**src/rtl/nbr64_ctrl_if.sv**
```systemverilog
`default_nettype none
// ============================================================================
// Module   : nbr64_ctrl_if
// Brief    : Handshake and PUF-macro signal bundle for nbr64_ctrl.
//            Optional UNSTABLE flag present when NBR64_CTRL_STABILITY_EN is defined.
// Revision : 1.0 - initial release
// ============================================================================
interface nbr64_ctrl_if #(
    parameter int NUM_EVAL = 5
);
    localparam int CW = $clog2(NUM_EVAL + 1);

    logic          ch_valid;
    logic          ch_ready;
    logic [63:0]   ch_data;
    logic          rsp_valid;
    logic          rsp_ready;
    logic          rsp_bit;
    logic [CW-1:0] ones;
    logic [63:0]   c;
    logic          ring_rst;
    logic          out;

`ifdef NBR64_CTRL_STABILITY_EN
    logic          unstable;

    modport master (
        input  ch_valid, ch_data, rsp_ready, out,
        output ch_ready, rsp_valid, rsp_bit, ones, c, ring_rst, unstable
    );
    modport slave (
        output ch_valid, ch_data, rsp_ready, out,
        input  ch_ready, rsp_valid, rsp_bit, ones, c, ring_rst, unstable
    );
`else
    modport master (
        input  ch_valid, ch_data, rsp_ready, out,
        output ch_ready, rsp_valid, rsp_bit, ones, c, ring_rst
    );
    modport slave (
        output ch_valid, ch_data, rsp_ready, out,
        input  ch_ready, rsp_valid, rsp_bit, ones, c, ring_rst
    );
`endif
endinterface
`default_nettype wire

```
**src/rtl/nbr64_ctrl.sv**
```systemverilog
`default_nettype none
// ============================================================================
// Module   : nbr64_ctrl
// Brief    : Bistable-ring PUF sequencer: NUM_EVAL reset/settle/sample runs per
//            challenge, majority-voted response. Option: NBR64_CTRL_STABILITY_EN.
// Revision : 1.0 - initial release
// ============================================================================
module nbr64_ctrl #(
    parameter int RST_CYC    = 4,
    parameter int SETTLE_CYC = 16,
    parameter int NUM_EVAL   = 5
) (
    input  wire logic    clk,
    input  wire logic    rst_n,
    nbr64_ctrl_if.master bus
);
    localparam int CW     = $clog2(NUM_EVAL + 1);
    localparam int c_pmax = (RST_CYC > SETTLE_CYC) ? RST_CYC : SETTLE_CYC;
    localparam int c_pw   = $clog2(c_pmax + 1);

    typedef enum logic [2:0] {
        S_IDLE   = 3'd0,
        S_RRST   = 3'd1,
        S_SETTLE = 3'd2,
        S_SAMPLE = 3'd3,
        S_DONE   = 3'd4
    } state_t;

    state_t          r_state;
    logic [1:0]      r_sync;
    logic [c_pw-1:0] r_pcnt;
    logic [CW-1:0]   r_eval_cnt;
    logic [CW-1:0]   r_ones;
    logic [63:0]     r_c;
    logic            r_ch_ready;
    logic            r_rsp_valid;
    logic            r_rsp_bit;
    logic            r_ring_rst;
    logic [CW-1:0]   w_ones_next;
    logic            w_eval_last;

    // OUT is asynchronous to clk; only r_sync[1] is ever consumed.
    always_ff @(posedge clk or negedge rst_n) begin
        if (!rst_n) r_sync <= 2'b00;
        else        r_sync <= {r_sync[0], bus.out};
    end

    assign w_ones_next = r_ones + CW'(r_sync[1]);
    assign w_eval_last = (r_eval_cnt == CW'(NUM_EVAL - 1));

`ifdef NBR64_CTRL_STABILITY_EN
    logic r_unstable;
    assign bus.unstable = r_unstable;
`endif

    always_ff @(posedge clk or negedge rst_n) begin
        if (!rst_n) begin
            r_state     <= S_IDLE;
            r_pcnt      <= '0;
            r_eval_cnt  <= '0;
            r_ones      <= '0;
            r_c         <= 64'h0;
            r_ch_ready  <= 1'b1;
            r_rsp_valid <= 1'b0;
            r_rsp_bit   <= 1'b0;
            r_ring_rst  <= 1'b1;
`ifdef NBR64_CTRL_STABILITY_EN
            r_unstable  <= 1'b0;
`endif
        end else begin
            case (r_state)
                S_IDLE: begin
                    if (bus.ch_valid && r_ch_ready) begin
                        r_c        <= bus.ch_data;
                        r_ones     <= '0;
                        r_eval_cnt <= '0;
                        r_pcnt     <= '0;
                        r_ch_ready <= 1'b0;
                        r_ring_rst <= 1'b1;
                        r_state    <= S_RRST;
                    end
                end
                S_RRST: begin
                    if (r_pcnt == c_pw'(RST_CYC - 1)) begin
                        r_pcnt     <= '0;
                        r_ring_rst <= 1'b0;
                        r_state    <= S_SETTLE;
                    end else begin
                        r_pcnt <= r_pcnt + 1'b1;
                    end
                end
                S_SETTLE: begin
                    if (r_pcnt == c_pw'(SETTLE_CYC - 1)) begin
                        r_pcnt  <= '0;
                        r_state <= S_SAMPLE;
                    end else begin
                        r_pcnt <= r_pcnt + 1'b1;
                    end
                end
                S_SAMPLE: begin
                    r_ones     <= w_ones_next;
                    r_eval_cnt <= r_eval_cnt + 1'b1;
                    r_ring_rst <= 1'b1;
                    if (w_eval_last) begin
                        // Vote on the updated count so the result is ready on entry to DONE.
                        r_rsp_bit   <= (w_ones_next > CW'(NUM_EVAL / 2));
`ifdef NBR64_CTRL_STABILITY_EN
                        r_unstable  <= (w_ones_next != '0) && (w_ones_next != CW'(NUM_EVAL));
`endif
                        r_rsp_valid <= 1'b1;
                        r_state     <= S_DONE;
                    end else begin
                        r_state <= S_RRST;
                    end
                end
                S_DONE: begin
                    if (bus.rsp_ready) begin
                        r_rsp_valid <= 1'b0;
                        r_ch_ready  <= 1'b1;
                        r_state     <= S_IDLE;
                    end
                end
                default: begin
                    r_state     <= S_IDLE;
                    r_ch_ready  <= 1'b1;
                    r_rsp_valid <= 1'b0;
                    r_ring_rst  <= 1'b1;
                end
            endcase
        end
    end

    assign bus.ch_ready  = r_ch_ready;
    assign bus.rsp_valid = r_rsp_valid;
    assign bus.rsp_bit   = r_rsp_bit;
    assign bus.ones      = r_ones;
    assign bus.c         = r_c;
    assign bus.ring_rst  = r_ring_rst;

endmodule
`default_nettype wire

```
**src/flat_wrapper.sv**
```systemverilog
// flat-port wrapper written by rule: the top's interface ports become plain ports
module nbr64_ctrl_flat 
#(
    parameter int RST_CYC    = 4,
    parameter int SETTLE_CYC = 16,
    parameter int NUM_EVAL   = 5
)
  (clk, rst_n, bus_ch_valid, bus_ch_data, bus_rsp_ready, bus_out, bus_ch_ready, bus_rsp_valid, bus_rsp_bit, bus_ones, bus_c, bus_ring_rst);
  nbr64_ctrl_if #(.NUM_EVAL(NUM_EVAL)) bus_i ();
  input  wire logic clk;
  input  wire logic rst_n;
  input wire logic [$bits(bus_i.ch_valid)-1:0] bus_ch_valid;
  input wire logic [$bits(bus_i.ch_data)-1:0] bus_ch_data;
  input wire logic [$bits(bus_i.rsp_ready)-1:0] bus_rsp_ready;
  input wire logic [$bits(bus_i.out)-1:0] bus_out;
  output wire logic [$bits(bus_i.ch_ready)-1:0] bus_ch_ready;
  output wire logic [$bits(bus_i.rsp_valid)-1:0] bus_rsp_valid;
  output wire logic [$bits(bus_i.rsp_bit)-1:0] bus_rsp_bit;
  output wire logic [$bits(bus_i.ones)-1:0] bus_ones;
  output wire logic [$bits(bus_i.c)-1:0] bus_c;
  output wire logic [$bits(bus_i.ring_rst)-1:0] bus_ring_rst;
  assign bus_i.ch_valid = bus_ch_valid;
  assign bus_i.ch_data = bus_ch_data;
  assign bus_i.rsp_ready = bus_rsp_ready;
  assign bus_i.out = bus_out;
  assign bus_ch_ready = bus_i.ch_ready;
  assign bus_rsp_valid = bus_i.rsp_valid;
  assign bus_rsp_bit = bus_i.rsp_bit;
  assign bus_ones = bus_i.ones;
  assign bus_c = bus_i.c;
  assign bus_ring_rst = bus_i.ring_rst;
  nbr64_ctrl #(.RST_CYC(RST_CYC), .SETTLE_CYC(SETTLE_CYC), .NUM_EVAL(NUM_EVAL)) u_core (.clk(clk), .rst_n(rst_n), .bus(bus_i));
endmodule
```
**config.mk**
```make
export PLATFORM = sky130hd
export DESIGN_NAME = nbr64_ctrl_flat
export DESIGN_NICKNAME = d
export VERILOG_FILES = /design/src/rtl/nbr64_ctrl_if.sv /design/src/rtl/nbr64_ctrl.sv /design/src/flat_wrapper.sv
export SDC_FILE = /design/constraint.sdc
export NUM_CORES = 1
export LEC_CHECK = 0
export ABC_CLOCK_PERIOD_IN_PS = 5800
export CORE_ASPECT_RATIO = 1.2
export CORE_UTILIZATION = 46
export DETAILED_ROUTE_END_ITERATION = 6
export GPL_ROUTABILITY_DRIVEN = 0
export GPL_TIMING_DRIVEN = 0
export PLACE_DENSITY = 0.85
export SLEW_MARGIN = 30
export SYNTH_ARGS = -nofsm -noshare
export SYNTH_HDL_FRONTEND = slang
export SYNTH_SLANG_ARGS = --single-unit
```
**constraint.sdc**
```tcl
create_clock -name clk -period 5.8 [get_ports clk]
set_input_delay 1.16 -clock clk [delete_from_list [all_inputs] [get_ports clk]]
set_output_delay 1.16 -clock clk [all_outputs]
set_load 0.02 [all_outputs]
```
After elaboration in Yosys (flattened, before gate mapping)
Cells that the tools add are included.

operators by class
  reductions and logical operators = 15
  multipliers = 0
  muxes and demuxes = 22
  $add $sub $neg = 3
  magnitude comparators = 1
  bitwise operators = 3
  divide/modulo/power cells = 0
  shifts and indexed selects = 0
  equality and inequality tests = 12

operators with widths
  kind                 count
  $mux 3               6
  $mux 5               3
  $pmux 3 s5           1
  $pmux 5 s3           1
  $pmux 3 s2           2
  $pmux 1 s3           3
  $reduce_and 3->1     3
  $ne 2x1->1 const B   4
  $reduce_and 2->1     4
  $eq 3x2->1 const B   2
  $eq 3x3->1 const B   2
  $mux 1               6
  $reduce_or 3->1      2
  $add 5x1->5 const B  1
  $eq 5x2->1 const B   1
  $eq 5x4->1 const B   1
  $reduce_and 4->1     1
  $add 3x1->3          1
  $add 3x1->3 const B  1
  $eq 3x1->1 const B   1
  $gt 3x2->1 const B   1
  $logic_not 3->1      1
  $not 1->1            3
  $reduce_bool 3->1    1
  4 further kinds      4

storage, ports and cells
  output and inout bits = 71
  word-level logic and storage cells = 66
  memory bits (read-only) = 0
  latch bits = 0
  bits in writable memories = 0
  flip-flop bits (word level) = 84
  memories = 0
  input port bits = 69

Depth between registers and ports, before layout
  depth in word-level cells = 4
  mapped depth = 8
  depth with buffers taken out = 8

Worst setup path after synthesis
No wires, ideal clock.

  path kind = in2reg
  start point = in bus_ch_valid
  end point = reg u_core.r_c[30] (netlist: u_core.bus.c[30])
  setup slack = 3.611 ns
  data required time = 5.675 ns
  arrival = 2.064 ns
  stages on the path = 5
  path buffers = 2
  cells stage by stage = and3b_2 nand2_2 buf_6 buf_6 mux2_2

on the way
  longest elaborated chain between the ends = 2

ends and longest elaborated chain
  element                     RTL line            source
  from (decl)                 flat_wrapper.sv:12  input wire logic [$bits(bus_i.ch_valid)-1:0] bus_ch_valid;
  $logic_and 1x1->1           nbr64_ctrl.sv:73    if (bus.ch_valid && r_ch_ready) begin
  $reduce_and 2->1 (no line)  n/a
  to (signal assigned)        nbr64_ctrl.sv:74    r_c <= bus.ch_data;
  to (decl)                   nbr64_ctrl.sv:34    logic [63:0] r_c;

No other way between the ends.
A chain may end at the register's enable or synchronous reset.

Worst setup path after layout
  start point = reg u_core.r_ch_ready (netlist: u_core.bus.ch_ready)
  end point = out bus_ch_ready

RTL lines
  element                 RTL line            source
  from (decl)             nbr64_ctrl.sv:35    logic r_ch_ready;
  from (signal assigned)  nbr64_ctrl.sv:63    r_ch_ready <= 1'b1;
  from (signal assigned)  nbr64_ctrl.sv:78    r_ch_ready <= 1'b0;
  from (signal assigned)  nbr64_ctrl.sv:119   r_ch_ready <= 1'b1;
  to (decl)               flat_wrapper.sv:16  output wire logic [$bits(bus_i.ch_ready)-1:0] bus_ch_ready;

No word-level cell between the ends.

==> impl_metrics.ini <==
[logic_synthesis]
syn_avg_cell_area_um2 = 14.3
synth_edf_count = 0
syn-cell-area_mm2 = 0.00345
synth_area_leader_cell = dfrtp_1
ys_dominant_reg_cell = dfrtp_1
synthTopCellsByCount = dfrtp_1, mux2_2, nand2_1
ys_types = 38
synthMuxAreaShare = 0.212
syn_nets = 317
ys_seq_area_frac = 0.609
synth_top_area_share = 0.594
yosys.area_share.simple = 0.0652
ys_warn_count = 0
synth_compound_area_frac = 0.0529
synth_top_family_by_area = multiplexers
synth_adder_area_share = 0.0254
synth_most_common_cell = dfrtp_1
syn-instance-count = 241
synth_area_leaders = dfrtp_1, mux2_2, ha_1
synthArstFlopShare = 1.00
synth_xor_xnor_area_share = 0.00507
ys_ff_latch = 84

[flow_run]
maxCapViolations = 0

[setup_path]
cp_data_arrival_time_ps = 1530
cp-start-kind = flop
cp_slowest_stage_delay_ps = 610
crit_type = reg2out
critical_path.cell_chain = clkdlybuf4s50_1
cp_num_cells = 1
cp.required_ps = 4640
crit_buf_inv = 1
r2r_cells = 8
cp_top_family = buffers and inverters
cp_max_fo = 5
slowest_stage = clkdlybuf4s50_1
end_kind = primary output

[clock_tree]
ctsRootBufferMaster = clkbuf_8
cts_sinks = 84
postCtsSetupBuffers = 0
cts-resized-gates = 0
hold_buffers = 0
cts_tree = built
path_clk_slew_ps = 90
numCtsBuffers = 9
ctsLongestPathBuffers = 2
h-tree-depth = 3
worstSkewPairLatency_ps = 350

[layout]
syn2layout_area_growth_pct = 51.3
nets = 468
final_cell_area_mm2 = 0.00523
diodes = 0
drive_gt1_frac = 0.253

[floorplanning]
core_mm2 = 0.00727
io-pin-count = 140
die_height_um = 96.9
die_area_mm2 = 0.00786
die_w_um = 81.1
initial_utilization = 0.475
rows = 34

[timing]
whs_ps = 356
timing.final.crit_share = 0.464
period_minus_slack_ps = 2690
worst_pin_slew_ps = 521
hold_viol = 0
relSlewSlack = 0.653
maxSlewViolCount = 0
max_freq_ghz = 0.372
rsz0062_at_grt = false
worst_clock_skew_ps = 14.1
setup_violations = 0
tns_ps = 0
fin_ws_ps = 3110

[placement]
dp_worst_setup_slack_ps = 2970
port_buffers = 139
place.detailed.hpwl_um = 5680
post_dp_cell_area_mm2 = 0.00499

[global_routing]
grt_pass1_vias = 2607
grt_antenna_before_repair = 0
grt_overflow = 0
grt_max_degree = 50
groute.usage.overall = 0.208
grt_first_pass_wirelength_um = 12300

[pwr]
irDropWorstVdd_v = 0.000181
p_leak_nw = 2.48
p_total_w = 0.00115
p_per_area_mw_per_mm2 = 220

[routing]
vias = 2500
drt-wirelength-per-cell_um = 15.7
drt_pass1_iterations = 4
remaining_drc_errors = 0
ant_nets = 0
drt-initial-drc-count = 53
post_drt_via_cell_ratio = 5.14
routed_wirelength_um = 7620

[min_path]
min_delay_path_depth = 0
hold_class = reg2reg

[status]
outcome = finished clean
==> metal layers <==
metal	vias to the layer above	GRT usage	share of wire	wire length, um
met5	-	0	0	0
met4	0	0.0962	0.028	216
met3	17	0.0736	0.076	581
met2	90	0.339	0.50	3790
met1	1246	0.238	0.40	3030
li1	1147	-	-	-
==> layout make-up <==
cell class	instances	area, um2
sequential	84	2100
fill	475	2050
timing repair buffer	140	1420
multi-input combinational	139	1240
clock buffer	11	141
tap	90	113
clock inverter	4	97.6
buffer	11	78.8
inverter	7	26.3
==> cells in the final DEF (no fill, tap or decap), types with 2 or more instances in the layout <==
cell	n
a21oi_1	6
nand2_1	11
a22o_1	2
buf_2	6
dfrtp_1	82
a211oi_1	2
dfstp_2	2
a21o_1	2
buf_6	5
nor2_1	5
mux2_2	65
clkbuf_8	10
nand3_1	5
clkbuf_1	2
nand2b_1	2
nor3_1	4
clkdlybuf4s50_1	138
ha_1	7
xor2_1	2
inv_1	7
o21ai_0	7
bufinv_16	3
==> path summary, 6_finish.rpt <==
check	startpoint	endpoint	slack (ps)
setup / recovery	u_core.bus.ch_ready$_DFFE_PN1P_	bus_ch_ready	3110
hold / removal	u_core.r_sync[0]$_DFF_PN0_	u_core.r_sync[1]$_DFF_PN0_	360
setup reg to reg	u_core.r_pcnt[0]$_DFFE_PN0P_	u_core.r_pcnt[2]$_DFFE_PN0P_	3770
hold reg to reg	u_core.r_sync[0]$_DFF_PN0_	u_core.r_sync[1]$_DFF_PN0_	360
max in group asynchronous	rst_n	u_core.bus.ch_ready$_DFFE_PN1P_	4530
min in group asynchronous	rst_n	u_core.r_state[2]$_DFFE_PN0P_	690
==> worst register-to-register path: cells and delay by family (launching register included) <==
family                     cells  cell delay (ps)
buffers and inverters          1               60
adders and majority gates      2              430
and+or+nand+nor                3              670
AOI/OAI and AO/OA              2              410
DFF                            1              410
==> power breakdown <==
part / switching [W] / internal [W]
registers: 0.00000130 / 0.000587
logic: 0.0000222 / 0.0000461
clock network: 0.000199 / 0.000296
total: 0.000223 / 0.000929
==> logic make-up (layout without fill, tap and decap cells) <==
family,count (synthesis),after routing
DFF,84,84
muxes,65,65
and+or+nand+nor,39,39
AOI/OAI and AO/OA,26,26
buffers and inverters,18,173
adders and majority gates,7,7
xor gates and xnor gates,2,2
==> state kept, by name, summed over array words and instances (netlist names) <==
| name | flops |
|---|---|
| u_core.bus.c | 64 |
| u_core.r_sync | 2 |
| u_core.bus.ch_ready | 1 |
| u_core.bus.ones | 3 |
| u_core.bus.rsp_bit | 1 |
| u_core.r_pcnt | 5 |
| u_core.bus.rsp_valid | 1 |
| u_core.bus.ring_rst | 1 |
| u_core.r_eval_cnt | 3 |
| u_core.r_state | 3 |
==> per-stage QoR <==
step,std cells,util
floorplan,241,-
global placement,470,0.682
detailed placement,471,0.686
CTS,486,0.718
global route,486,0.718
finish,486,0.718
(Power assumes the default switching activity.)
